[src/rtl/scalable_pkg.sv]
// Shared defaults and state encoding for the scalable compute array feeder and result path.
package scalable_pkg;

  localparam int unsigned DEFAULT_CORE_COUNT   = 4;
  localparam int unsigned DEFAULT_SAMPLE_WIDTH = 16;
  localparam int unsigned DEFAULT_RESULT_WIDTH = 32;
  localparam int unsigned DEFAULT_COUNT_WIDTH  = 16;

  typedef enum logic [0:0] {
    FILL,
    HOLD
  } dist_state_t;

endpackage

[src/rtl/lane_vector_reg.sv]
// Output vector register: holds a loaded vector stable until the array takes it, and counts
// completed hand-offs.
module lane_vector_reg #(
  parameter int unsigned CORE_COUNT   = scalable_pkg::DEFAULT_CORE_COUNT,
  parameter int unsigned SAMPLE_WIDTH = scalable_pkg::DEFAULT_SAMPLE_WIDTH,
  parameter int unsigned COUNT_WIDTH  = scalable_pkg::DEFAULT_COUNT_WIDTH
) (
  input  logic                               clk,
  input  logic                               reset,
  input  logic                               loadEn_i,
  input  logic [CORE_COUNT*SAMPLE_WIDTH-1:0] loadSamples_i,
  input  logic [CORE_COUNT-1:0]              loadMask_i,
  input  logic                               loadLast_i,
  input  logic                               outReady_i,
  output logic                               outFree_o,
  output logic                               outValid_o,
  output logic [CORE_COUNT*SAMPLE_WIDTH-1:0] outSamples_o,
  output logic [CORE_COUNT-1:0]              outMask_o,
  output logic                               outLast_o,
  output logic [COUNT_WIDTH-1:0]             vectorCount_o
);

  logic                               validQ;
  logic [CORE_COUNT*SAMPLE_WIDTH-1:0] samplesQ;
  logic [CORE_COUNT-1:0]              maskQ;
  logic                               lastQ;
  logic [COUNT_WIDTH-1:0]             countQ;

  assign outFree_o = !validQ || outReady_i;

  always_ff @(posedge clk) begin
    if (!reset) begin
      validQ   <= 1'b0;
      samplesQ <= '0;
      maskQ    <= '0;
      lastQ    <= 1'b0;
      countQ   <= '0;
    end else begin
      // A load in the same cycle as a hand-off keeps the register full back-to-back.
      if (loadEn_i) begin
        validQ   <= 1'b1;
        samplesQ <= loadSamples_i;
        maskQ    <= loadMask_i;
        lastQ    <= loadLast_i;
      end else if (outReady_i) begin
        validQ <= 1'b0;
      end
      if (validQ && outReady_i) begin
        countQ <= countQ + COUNT_WIDTH'(1);
      end
    end
  end

  assign outValid_o    = validQ;
  assign outSamples_o  = samplesQ;
  assign outMask_o     = maskQ;
  assign outLast_o     = lastQ;
  assign vectorCount_o = countQ;

endmodule

[src/rtl/sample_lane_distributor.sv]
// Deals a serial sample stream round-robin into CORE_COUNT lanes and emits one parallel vector
// per full set of lanes or per frame end.
module sample_lane_distributor
  import scalable_pkg::*;
#(
  parameter int unsigned CORE_COUNT   = DEFAULT_CORE_COUNT,
  parameter int unsigned SAMPLE_WIDTH = DEFAULT_SAMPLE_WIDTH,
  parameter int unsigned COUNT_WIDTH  = DEFAULT_COUNT_WIDTH
) (
  input  logic                               clk,
  input  logic                               reset,
  input  logic                               in_valid,
  output logic                               in_ready,
  input  logic [SAMPLE_WIDTH-1:0]            in_sample,
  input  logic                               in_last,
  output logic                               out_valid,
  input  logic                               out_ready,
  output logic [CORE_COUNT*SAMPLE_WIDTH-1:0] out_samples,
  output logic [CORE_COUNT-1:0]              out_lane_mask,
  output logic                               out_last,
  output logic [COUNT_WIDTH-1:0]             vector_count
);

  localparam int unsigned LaneW = $clog2(CORE_COUNT);
  localparam int unsigned VecW  = CORE_COUNT * SAMPLE_WIDTH;

  dist_state_t          stateQ, stateD;
  logic [VecW-1:0]       collectQ, collectD;
  logic [CORE_COUNT-1:0] maskQ, maskD;
  logic [LaneW-1:0]      laneIdxQ, laneIdxD;
  logic                  holdLastQ, holdLastD;

  logic [VecW-1:0]       mergedSamples;
  logic [CORE_COUNT-1:0] mergedMask;
  logic                  accept;
  logic                  complete;
  logic                  outFree;
  logic                  loadEn;
  logic [VecW-1:0]       loadSamples;
  logic [CORE_COUNT-1:0] loadMask;
  logic                  loadLast;

  assign in_ready = reset && (stateQ == FILL);
  assign accept   = in_valid && in_ready;
  assign complete = (laneIdxQ == LaneW'(CORE_COUNT - 1)) || in_last;

  // Collect contents with the incoming sample already written into its lane.
  always_comb begin
    mergedSamples = collectQ;
    mergedMask    = maskQ;
    mergedSamples[laneIdxQ*SAMPLE_WIDTH +: SAMPLE_WIDTH] = in_sample;
    mergedMask[laneIdxQ] = 1'b1;
  end

  always_comb begin
    stateD      = stateQ;
    collectD    = collectQ;
    maskD       = maskQ;
    laneIdxD    = laneIdxQ;
    holdLastD   = holdLastQ;
    loadEn      = 1'b0;
    loadSamples = mergedSamples;
    loadMask    = mergedMask;
    loadLast    = in_last;
    unique case (stateQ)
      FILL: begin
        if (accept) begin
          if (!complete) begin
            collectD = mergedSamples;
            maskD    = mergedMask;
            laneIdxD = laneIdxQ + LaneW'(1);
          end else if (outFree) begin
            loadEn   = 1'b1;
            collectD = '0;
            maskD    = '0;
            laneIdxD = '0;
          end else begin
            collectD  = mergedSamples;
            maskD     = mergedMask;
            holdLastD = in_last;
            stateD    = HOLD;
          end
        end
      end
      HOLD: begin
        loadSamples = collectQ;
        loadMask    = maskQ;
        loadLast    = holdLastQ;
        if (outFree) begin
          loadEn   = 1'b1;
          collectD = '0;
          maskD    = '0;
          laneIdxD = '0;
          stateD   = FILL;
        end
      end
      default: stateD = FILL;
    endcase
  end

  always_ff @(posedge clk) begin
    if (!reset) begin
      stateQ    <= FILL;
      collectQ  <= '0;
      maskQ     <= '0;
      laneIdxQ  <= '0;
      holdLastQ <= 1'b0;
    end else begin
      stateQ    <= stateD;
      collectQ  <= collectD;
      maskQ     <= maskD;
      laneIdxQ  <= laneIdxD;
      holdLastQ <= holdLastD;
    end
  end

  lane_vector_reg #(
    .CORE_COUNT  (CORE_COUNT),
    .SAMPLE_WIDTH(SAMPLE_WIDTH),
    .COUNT_WIDTH (COUNT_WIDTH)
  ) u_lane_vector_reg (
    .clk          (clk),
    .reset        (reset),
    .loadEn_i     (loadEn),
    .loadSamples_i(loadSamples),
    .loadMask_i   (loadMask),
    .loadLast_i   (loadLast),
    .outReady_i   (out_ready),
    .outFree_o    (outFree),
    .outValid_o   (out_valid),
    .outSamples_o (out_samples),
    .outMask_o    (out_lane_mask),
    .outLast_o    (out_last),
    .vectorCount_o(vector_count)
  );

endmodule

[config.mk]
export PLATFORM = sky130hd
export DESIGN_NAME = sample_lane_distributor
export DESIGN_NICKNAME = d
export VERILOG_FILES = /design/src/rtl/scalable_pkg.sv /design/src/rtl/lane_vector_reg.sv /design/src/rtl/sample_lane_distributor.sv
export SDC_FILE = /design/constraint.sdc
export NUM_CORES = 1
export LEC_CHECK = 0
export BUFFER_PORTS_ARGS = -buffer_cell sky130_fd_sc_hd__buf_2
export CORE_MARGIN = 3
export CORE_UTILIZATION = 55
export CTS_BUF_LIST = sky130_fd_sc_hd__clkbuf_4 sky130_fd_sc_hd__clkbuf_8
export DETAILED_ROUTE_END_ITERATION = 7
export GPL_TIMING_DRIVEN = 0
export PLACE_DENSITY = 0.78
export SLEW_MARGIN = 30
export SYNTH_ARGS = -nofsm -noshare
export SYNTH_HDL_FRONTEND = slang
export SYNTH_SLANG_ARGS = --single-unit
[constraint.sdc]
create_clock -name clk -period 2.3 [get_ports clk]
set_input_delay 0.23 -clock clk [delete_from_list [all_inputs] [get_ports clk]]
set_output_delay 0.23 -clock clk [all_outputs]
set_load 0.005 [all_outputs]
==> metrics.txt, run 1 <==
status=complete, no violations; critical path data required time=2.68 ns; Net Sw Frac=23.05%; FF+latch count, synth=158; Hold Vio Cnt, Final=0; largest net degree at the start of global routing=17; crit path time final=2.209 ns; crit end category=flip-flop; Cell Rows=39; Worst path top cell family by delay=compound AO/OA/AOI/OAI gates; Initial Util=57.02%; Reg power frac=48.2%; TNS Setup=0 ns; clock tree buffer depth=2; reg-to-reg endpoint=collectQ[59]; Crit Path Category=flip-flop to flip-flop; layout cell share with drive strength beyond 1=25.81%; reg2reg start=laneIdxQ[0]; CTS H-Tree Depth=4; Routed Antenna Nets=0; first-pass GRT wire length=30.31 mm; FF-to-FF setup slack=0.09 ns; Global Route met3 Usage=7.050%; Port Buffers=107; GRT Overall Usage=28.93%; Synth Net Count=725; area of the mapped netlist=6623 um^2; CP Buf/Inv Count=1; Switch Pwr=1370 uW; distinct cell type count after synthesis=53; PnR Total Power=5944 uW; pwr/cell area=751.6 nW/um^2; die extent in x=115.7 um; internal power=4574 uW; total length of routed wires=19.20 mm; total CTS buffers=17; crit path max-delay cell type=nor2_1; vias in the first global route=5797; crit path DAT=2.58 ns; Die Area=13390 um^2; Max transition margin=54.28%; Comb power frac=8.6%; clk sinks=158; clk root buf=clkbuf_8; CP startpoint=laneIdxQ[0]; Worst R2R Path Depth=6; Worst-Skew Late Latency=0.45 ns; area grow syn2layout=19.42%; slew at the pin closest to its max-slew limit=0.6858 ns; commonest cells after routing, fill and taps aside=dfxtp_1 (156), buf_2 (130), a21oi_1 (64), o2bb2ai_1 (47), nand2_1 (42); Min Hold Slack=0.1089 ns; crit-path max FO=10; via/cell ratio=6.347; Antenna Cells=0; clock share of power=43.2%; initial antenna violation count=0; met1 GRT Util=38.89%; Seq/Total Area, Yosys=47.76%; WHS Endpoint=u_lane_vector_reg.vectorCount_o[1]; initial drt markers=748; die height=115.7 um; global placement routability congestion=0.8785; # nets final=854; peak-usage layer in the global routing report=met2; crit-path cells=ha_1, nor2_1, o21ai_0, a21oi_2, buf_2, o2bb2ai_1; hold buffer count at cts=0; Slew Limit Fails=0; Hold Path Depth=3; VDD IR-drop max=0.4705 mV; most common cell after layout, fill and taps aside=dfxtp_1; syn_area_per_cell=9.529 um^2; GR Overflow Total=0; fin crit share=96.04%; I/O Pins=108; Leak=0.003231 uW; startpoint types=flip-flop; Worst Skew=0.008000 ns; first drt pass iteration count=8; MaxCap Viol Count=0; CP max stage delay=0.41 ns; routing usage on met2=45.52%; HPWL Detailed=13.96 mm; Final setup viols=0; number of synthesized flops with an enable pin=0; share of synthesized registers carrying an async set or reset=0%; total core area=11610 um^2; drt wl/cell=19.59 um; Ys Warns=0; Hold Crit Class=primary input to flip-flop; # DRC=0; fmax=452.7 MHz; via count=6220; Mapped Cells=695; Hold Startpoint=out_ready; CTS tree=done; clock slew at reported path FFs=0.08 ns; final core utilization=68.10%; Synth Flop Type=dfxtp_1
[tightest hold or removal path: cells and delay by family]
kind	cells	cell delay, ns
compound gates	1	0.06
buf+inv	1	0.14
simple gates	1	0.09
[worst max-delay path by stage]
stage / end / cells past startpoint
2_1_floorplan: u_lane_vector_reg.outSamples_o[38] / 8
3_3_place_gp: collectQ[52] / 6
3_5_place_dp: u_lane_vector_reg.outSamples_o[41] / 8
4_1_cts: u_lane_vector_reg.outSamples_o[41] / 8
5_1_grt: collectQ[10] / 6
6_report: collectQ[59] / 6
[final cells by class]
cell class | count | area [um^2]
Fill cell | 919 | 3705
Clock buffer | 21 | 270.3
Tap cell | 143 | 178.9
Multi-Input combinational cell | 467 | 3161
Timing Repair Buffer | 111 | 565.5
Clock inverter | 11 | 236.5
Inverter | 6 | 26.28
Buffer | 63 | 302.8
Sequential cell | 158 | 3168
[through the flow]
stage | instance area, um^2 | cells | worst slack, ns
global placement | 7337 | 945 | -0.2228
floorplan | 6623 | 695 | 0.2285
CTS | 7880 | 978 | -0.009660
detailed placement | 7337 | 945 | -0.3389
finish | 7909 | 980 | 0.09114
global route | 7909 | 980 | -0.009158
[sequential cells by signal, summed over array words and instances (netlist names)]
signal,cells
collectQ,64
stateQ,1
u_lane_vector_reg.outMask_o,4
u_lane_vector_reg.outSamples_o,64
u_lane_vector_reg.vectorCount_o,16
u_lane_vector_reg.outValid_o,1
maskQ,4
holdLastQ,1
laneIdxQ,2
u_lane_vector_reg.outLast_o,1
[kinds of logic after synthesis]
| group | count (synthesis) | share of synthesized area (%) |
|---|---|---|
| adders and majority gates | 9 | 1.700 |
| AOI/OAI and AO/OA | 278 | 30.91 |
| muxes | 1 | 0.1511 |
| xor gates and xnor gates | 10 | 1.322 |
| and+or+nand+nor | 169 | 13.32 |
| buffers and inverters | 70 | 4.836 |
| DFF | 158 | 47.76 |
[what timing repair did]
| action | in CTS | in global routing |
|---|---|---|
| pin swaps | 2 | 2 |
| setup endpoints to repair | 78 | 63 |
| gates resized for setup | 9 | 7 |
| setup buffers | 1 | 3 |
| gates cloned | 0 | 0 |
[layer usage]
metal,vias to the layer above,share of wire (%)
met1,2955,43
met5,-,0
met3,43,8.6
met4,0,2.6
li1,2911,-
met2,311,46
[power by group through the flow]
stage               Sequential, uW  Clock [uW]  Combinational [uW]
global route                  2870        2710                 557
CTS                           2860        2580                 500
global placement              2920           0                 480
detailed placement            2930           0                 493
finish                        2860        2570                 511
floorplan                     2920           0                 279
[cells in the mapped netlist, drive strengths merged (2+ instances only)]
cell / count / area, um^2
o21ai: 23 / 126.4
nor3: 26 / 152.7
and4: 2 / 18.77
and3: 3 / 18.77
o221a: 16 / 180.2
xor2: 6 / 52.55
dfxtp: 158 / 3163
or2: 2 / 12.52
nand4: 7 / 50.05
nor2: 41 / 161.4
a22oi: 32 / 240.2
a21oi: 67 / 346.6
clkbuf: 31 / 118.9
a22o: 16 / 140.1
or4: 3 / 22.52
nand3: 12 / 65.06
nor4: 2 / 12.51
nand2b: 4 / 25.02
nand2: 42 / 157.7
xnor2: 4 / 35.03
o31ai: 35 / 262.8
a211oi: 20 / 150.1
o2bb2ai: 47 / 411.6
or3: 3 / 20.02
nor2b: 17 / 106.4
buf: 33 / 178.9
inv: 5 / 18.77
a32oi: 18 / 157.7
ha: 9 / 112.6
No activity file was read; power rests on OpenSTA's default activity.
==> inputs of run 2 (changes only) <==
--- a/config.mk
+++ b/config.mk
@@ -6,12 +6,14 @@
 export NUM_CORES = 1
 export LEC_CHECK = 0
 export BUFFER_PORTS_ARGS = -buffer_cell sky130_fd_sc_hd__buf_2
+export CELL_PAD_IN_SITES_DETAIL_PLACEMENT = 1
+export CELL_PAD_IN_SITES_GLOBAL_PLACEMENT = 2
 export CORE_MARGIN = 3
-export CORE_UTILIZATION = 55
+export CORE_UTILIZATION = 36
 export CTS_BUF_LIST = sky130_fd_sc_hd__clkbuf_4 sky130_fd_sc_hd__clkbuf_8
 export DETAILED_ROUTE_END_ITERATION = 7
 export GPL_TIMING_DRIVEN = 0
-export PLACE_DENSITY = 0.78
+export PLACE_DENSITY = 0.8
 export SLEW_MARGIN = 30
 export SYNTH_ARGS = -nofsm -noshare
 export SYNTH_HDL_FRONTEND = slang
==> metrics.txt, run 2 (same netlist as run 1, synthesis figures left out) <==
Net Sw Frac=27.16% (was 23.05%); reg2reg start=laneIdxQ[0] (unchanged); fin crit share=94.77% (was 96.04%); # DRC=0 (unchanged); vias in the first global route=6381 (was 5797); Worst R2R Path Depth=7 (was 6); clk root buf=clkbuf_8 (unchanged); die height=141.6 um (was 115.7 um); clk sinks=158 (unchanged); largest net degree at the start of global routing=17 (unchanged); slew at the pin closest to its max-slew limit=0.6034 ns (was 0.6858 ns); crit path DAT=2.57 ns (was 2.58 ns); Crit Path Category=flip-flop to flip-flop (unchanged); total length of routed wires=22.74 mm (was 19.20 mm); total CTS buffers=17 (unchanged); Max transition margin=59.77% (was 54.28%); commonest cells after routing, fill and taps aside=dfxtp_1 (156), buf_2 (130), a21oi_1 (64), o2bb2ai_1 (47), nand2_1 (42) (unchanged); RSZ-0062 raised after global routing=true; clock tree buffer depth=2 (unchanged); Cell Rows=48 (was 39); MaxCap Viol Count=0 (unchanged); die extent in x=141.6 um (was 115.7 um); crit path max-delay cell type=dfxtp_4 (was nor2_1); VDD IR-drop max=0.4013 mV (was 0.4705 mV); layout cell share with drive strength beyond 1=26.52% (was 25.81%); pwr/cell area=697.1 nW/um^2 (was 751.6 nW/um^2); # nets final=858 (was 854); Leak=0.003200 uW (was 0.003231 uW); critical path data required time=2.69 ns (was 2.68 ns); GR Overflow Total=0 (unchanged); Design Area, Final=7970 um^2 (was 7909 um^2); Final setup viols=0 (unchanged); FF-to-FF setup slack=0.12 ns (was 0.09 ns); crit-path max FO=10 (unchanged); drt wl/cell=21.33 um (was 19.59 um); Comb power frac=9.6% (was 8.6%); CTS H-Tree Depth=4 (unchanged); GRT Overall Usage=22.60% (was 28.93%); Slew Limit Fails=0 (unchanged); via/cell ratio=5.752 (was 6.347); status=complete, no violations (unchanged); fmax=458.8 MHz (was 452.7 MHz); Initial Util=37.51% (was 57.02%); clock share of power=38.8% (was 43.2%); internal power=4047 uW (was 4574 uW); area grow syn2layout=20.35% (was 19.42%); first drt pass iteration count=8 (unchanged); Switch Pwr=1509 uW (was 1370 uW); total core area=17660 um^2 (was 11610 um^2); crit path time final=2.180 ns (was 2.209 ns); startpoint types=flip-flop (unchanged); Antenna Cells=0 (unchanged); HPWL Detailed=16.82 mm (was 13.96 mm); via count=6132 (was 6220); initial drt markers=435 (was 748); reg-to-reg endpoint=collectQ[23] (was collectQ[59]); Hold Crit Class=primary input to flip-flop (unchanged); TNS Setup=0 ns (unchanged); clock slew at reported path FFs=0.08 ns (about the same); first-pass GRT wire length=36.01 mm (was 30.31 mm); Cell Area, Placed=7440 um^2 (was 7337 um^2); Worst-Skew Late Latency=0.47 ns (was 0.45 ns); Reg power frac=51.6% (was 48.2%); crit end category=flip-flop (unchanged); CP max stage delay=0.45 ns (was 0.41 ns); global placement routability congestion=0.8393 (was 0.8785); most common cell after layout, fill and taps aside=dfxtp_1 (unchanged); CTS tree=done (unchanged); Routed Antenna Nets=0 (unchanged); Port Buffers=107 (unchanged); Hold Vio Cnt, Final=0 (unchanged); I/O Pins=108 (unchanged); initial antenna violation count=0 (unchanged); Die Area=20060 um^2 (was 13390 um^2); fillers=2075 (was 919); CP startpoint=laneIdxQ[0] (unchanged); CP endpoint=collectQ[23] (was collectQ[59]); crit-path cells=clkinvlp_4, ha_1, nand2b_1, a21oi_1, nand4_1, buf_2, o2bb2ai_1 (was ha_1, nor2_1, o21ai_0, a21oi_2, buf_2, o2bb2ai_1); Worst Skew=0.01733 ns (was 0.008000 ns)
## run 2: cell count changes in the layout (fill, tap and decap cells not counted), sizes merged
cell	before	now
clkinvlp	2	5
inv	4	7
bufinv	7	2
clkbuf	52	50
buf	143	148
## run 2: critical path: cells and delay by family, from the launching register on
kind	cells	cell delay (ns)
adders and majority gates	1	0.29
DFF	1	0.45
buffers and inverters	2	0.47
and+or+nand+nor	2	0.53
AOI/OAI and AO/OA	2	0.38
## run 2: timing repair
action,in CTS,in global routing
gates resized for setup,10,17
setup buffers,1,7
hold endpoints to repair,0,0
endpoints found under the setup margin,88,68
pin swaps,1,3
hold buffers,0,0
## run 2: worst min path at each step
| stage | cells after the start | from | endpoint | slack, ns |
|---|---|---|---|---|
| CTS | 3 | in_last | holdLastQ | 0.08 |
| finish | 3 | in_last | holdLastQ | 0.11 |
| floorplan | 2 | out_ready | u_lane_vector_reg.vectorCount_o[1] | 0.39 |
| detailed placement | 1 | collectQ[55] | collectQ[55] | 0.45 |
| global route | 3 | in_sample[5] | collectQ[5] | 0.11 |
| global placement | 1 | collectQ[26] | collectQ[26] | 0.45 |
## run 2: final cells by class
cell class | instances | area (um^2) | share of cell area (%)
multi-input cells | 467 | 3187 | 39.98
repair buffers | 115 | 595.6 | 7.473
clock buffers | 20 | 269.0 | 3.375
well taps | 225 | 281.5 | 3.532
flip-flops and latches | 158 | 3168 | 39.75
inverters | 6 | 26.28 | 0.3297
plain buffers | 63 | 307.8 | 3.862
clock inverters | 12 | 135.1 | 1.695
## run 2: per-stage QoR
step	utilization [%]	setup slack, ns	total power (uW)	instances	hold slack [ns]
final	45.14	0.1203	5556	1066	0.1067
after global placement	42.13	-0.3644	3433	1027	0.4455
after detailed placement	42.13	-0.4718	3450	1027	0.4506
after floorplan	-	0.2285	3203	695	0.3929
after global routing	45.14	-0.04453	5784	1066	0.1098
after CTS	44.63	0.00003331	5587	1060	0.07505
## run 2: power by group through the flow
stage          Sequential (uW)  Clock (uW)  Combinational (uW)
2_1_floorplan             2920           0                 279
3_3_place_gp              2930           0                 506
3_5_place_dp              2930           0                 519
4_1_cts                   2870        2190                 525
5_1_grt                   2880        2320                 584
6_report                  2870        2150                 535
## run 2: metal layers
metal | vias up | global-route usage, % | wire length [um] | part of all wire, %
met1 | 3036 | 31.63 | 10900 | 48
met4 | 0 | 6.515 | 380 | 1.7
met2 | 157 | 35.95 | 10470 | 46
met5 | - | 0 | 0 | 0
li1 | 2916 | - | - | -
met3 | 23 | 3.876 | 989 | 4.3
==> inputs of run 3 (changes only) <==
--- a/config.mk
+++ b/config.mk
@@ -11,10 +11,12 @@
 export CORE_MARGIN = 3
 export CORE_UTILIZATION = 36
 export CTS_BUF_LIST = sky130_fd_sc_hd__clkbuf_4 sky130_fd_sc_hd__clkbuf_8
+export CTS_CLUSTER_DIAMETER = 40
 export DETAILED_ROUTE_END_ITERATION = 7
 export GPL_TIMING_DRIVEN = 0
-export PLACE_DENSITY = 0.8
+export PLACE_DENSITY = 0.81
 export SLEW_MARGIN = 30
 export SYNTH_ARGS = -nofsm -noshare
 export SYNTH_HDL_FRONTEND = slang
+export SYNTH_HIERARCHICAL = 1
 export SYNTH_SLANG_ARGS = --single-unit
==> metrics.txt, run 3 <==
Synth top area share=46.84% (was 47.76%); Hold Crit Class=primary input to flip-flop (unchanged); Final setup viols=0 (unchanged); Worst-Skew Late Latency=0.45 ns (was 0.47 ns); first-pass GRT wire length=32.45 mm (was 36.01 mm); clock share of power=41.4% (was 38.8%); Final WS setup=0.1171 ns (was 0.1203 ns); clk root buf=clkbuf_8 (unchanged); Slew Limit Fails=0 (unchanged); commonest cells after routing, fill and taps aside=dfxtp_1 (156), nand2_1 (107), buf_2 (103), nor2_1 (84), a22o_1 (78) (was dfxtp_1 (156), buf_2 (130), a21oi_1 (64), o2bb2ai_1 (47), nand2_1 (42)); area of the mapped netlist=6753 um^2 (was 6623 um^2); number of synthesized flops with an enable pin=0 (unchanged); CTS H-Tree Depth=4 (unchanged); Worst R2R Path Depth=9 (was 7); crit-path max FO=10 (unchanged); I/O Pins=108 (unchanged); VDD IR-drop max=0.3656 mV (was 0.4013 mV); Die Area=20440 um^2 (was 20060 um^2); Port Buffers=92 (was 107); clock slew at reported path FFs=0.09 ns (was 0.08 ns); top cells by area, synth=dfxtp_1 (47%), mux2i_1 (10%), a22o_1 (10%) (was dfxtp_1 (48%), o2bb2ai_1 (6.2%), a21oi_1 (4.8%)); Hold Path Depth=2 (was 3); initial antenna violation count=0 (unchanged); Initial Util=37.09% (was 37.51%); die extent in x=143.0 um (was 141.6 um); internal power=4141 uW (was 4047 uW); pwr/cell area=674.8 nW/um^2 (was 697.1 nW/um^2); fin crit share=94.91% (was 94.77%); Crit Path Category=flip-flop to flip-flop (unchanged); total length of routed wires=20.20 mm (was 22.74 mm); GRT Overall Usage=20.01% (was 22.60%); CP startpoint=laneIdxQ[0] (unchanged); via count=5714 (was 6132); mux cell area share after synthesis=10.56% (was 0.1511%); Leak=0.003324 uW (was 0.003200 uW); GR Overflow Total=0 (unchanged); Post-Synth XOR/XNOR Area=1.427% (was 1.323%); CTS tree=done (unchanged); clock tree buffer depth=2 (unchanged); Placement Setup Slack=-0.5671 ns (was -0.4718 ns); # DRC=0 (unchanged); # nets final=879 (was 858); Ys Warns=6 (was 0); Switch Pwr=1377 uW (was 1509 uW); clk sinks=158 (unchanged); RSZ-0062 raised after global routing=true (unchanged); Hold Startpoint=reset (was in_last); reg2reg start=laneIdxQ[0] (unchanged); Routed Antenna Nets=0 (unchanged); total CTS buffers=17 (unchanged); largest family of logic cells by synthesized area=compound AO/OA/AOI/OAI gates (unchanged); Comb power frac=8.3% (was 9.6%); Cell Rows=49 (was 48); Adder-Cell Fraction of Synth Area=1.668% (was 1.700%); Compound-Gate Fraction of Synth Area=17.79% (was 30.91%); critical path data required time=2.68 ns (was 2.69 ns); TNS Setup=0 ns (unchanged); vias in the first global route=6017 (was 6381); drt wl/cell=18.51 um (was 21.33 um); Synth Net Count=758 (was 725); final core utilization=44.91% (was 45.14%); most frequent cells after synthesis=dfxtp_1 (158), nand2_1 (107), nor2_1 (84) (was dfxtp_1 (158), a21oi_1 (64), o2bb2ai_1 (47)); global placement routability congestion=0.7963 (was 0.8393); syn_area_per_cell=9.276 um^2 (was 9.529 um^2); slew at the pin closest to its max-slew limit=0.7756 ns (was 0.6034 ns); layout cell share with drive strength beyond 1=23.78% (was 26.52%); MaxCap Viol Count=0 (unchanged); crit end category=flip-flop (unchanged); distinct cell type count after synthesis=53 (unchanged); share of synthesized registers carrying an async set or reset=0% (unchanged); crit path time final=2.183 ns (was 2.180 ns); Max transition margin=48.29% (was 59.77%); Hold Vio Cnt, Final=0 (unchanged); fillers=2138 (was 2075); cell taking the most area after synthesis=dfxtp_1 (unchanged); initial drt markers=358 (was 435); Reg power frac=50.4% (was 51.6%); startpoint types=flip-flop (unchanged); crit path DAT=2.57 ns (about the same); HPWL Detailed=14.79 mm (was 16.82 mm); Antenna Cells=0 (unchanged); most common cell in the netlist=dfxtp_1 (unchanged); Net Sw Frac=24.96% (was 27.16%); FF+latch count, synth=158 (unchanged); Mapped Cells=728 (was 695); fmax=458.1 MHz (was 458.8 MHz); Worst Skew=0.01191 ns (was 0.01733 ns); total core area=18210 um^2 (was 17660 um^2); most common cell after layout, fill and taps aside=dfxtp_1 (unchanged); via/cell ratio=5.237 (was 5.752); first drt pass iteration count=4 (was 8); hold buffer count at cts=0 (unchanged); area grow syn2layout=21.10% (was 20.35%); largest net degree at the start of global routing=17 (unchanged); Synth Flop Type=dfxtp_1 (unchanged); status=complete, no violations (unchanged); die height=143.0 um (was 141.6 um); Min Hold Slack=0.08782 ns (was 0.1067 ns); Seq/Total Area, Yosys=46.84% (was 47.76%); Post-Synth Simple-Gate Area=16.73% (was 13.32%)
==> run 3: final cells by class <==
class / count / area, um^2 / area share [%]
clock inverters: 13 / 187.7 / 2.295
clock buffers: 19 / 249.0 / 3.045
inverters: 11 / 45.04 / 0.5508
well taps: 229 / 286.5 / 3.504
repair buffers: 103 / 543.0 / 6.640
multi-input cells: 494 / 3323 / 40.64
plain buffers: 64 / 372.9 / 4.559
flip-flops and latches: 158 / 3171 / 38.77
==> run 3: final timing paths <==
check | to | slack [ns]
worst max register to register | u_lane_vector_reg/outSamples_o[40] | 0.12
worst min register to register | maskQ[3] | 0.46
worst max-delay path | u_lane_vector_reg/outSamples_o[40] | 0.12
worst min-delay path | laneIdxQ[0] | 0.09
==> run 3: routing by layer <==
| layer | vias to the layer above | track usage [%] | routed length [um] |
|---|---|---|---|
| li1 | 2782 | - | - |
| met1 | 2806 | 26.18 | 9305 |
| met2 | 108 | 34.30 | 9861 |
| met3 | 18 | 3.784 | 811 |
| met4 | 0 | 4.652 | 219 |
| met5 | - | 0 | 0 |
==> run 3: worst max-delay path: stages, from the launching register on <==
cell	delay, ns
dfxtp_4	0.39
buf_8	0.15
clkinvlp_4	0.15
ha_4	0.36
nor3b_4	0.33
buf_4	0.23
nand2_1	0.07
o21ai_0	0.21
mux2i_1	0.11
nor2_1	0.10
==> run 3: cell families (layout without fill, tap and decap cells) <==
family | count (synthesis) | after routing
AND/OR/NAND/NOR | 239 | 239
AO/OA/AOI/OAI | 164 | 164
flip-flops | 158 | 158
buffers and inverters | 76 | 210
multiplexers | 71 | 71
XOR/XNOR | 11 | 11
adder cells (fa/ha/maj) | 9 | 9
==> run 3: timing repair <==
item / 4_1_cts / 5_1_grt
setup endpoints to repair: 118 / 105
buffers inserted: 7 / 4
resized for setup: 25 / 44
pin swaps: 2 / 4
==> run 3: stage by stage <==
stage | power, uW | instances | instance area [um^2]
CTS | 5558 | 1087 | 8056
detailed placement | 3258 | 1049 | 7500
finish | 5518 | 1091 | 8178
floorplan | 3115 | 728 | 6753
global route | 5742 | 1091 | 8178
global placement | 3247 | 1049 | 7500
==> run 3: power by group through the flow <==
| stage | clock, uW | sequential (uW) | combinational [uW] |
|---|---|---|---|
| final | 2280 | 2780 | 457 |
| after floorplan | 0 | 2840 | 275 |
| after detailed placement | 0 | 2840 | 414 |
| after global routing | 2460 | 2780 | 498 |
| after global placement | 0 | 2840 | 404 |
| after CTS | 2340 | 2780 | 433 |
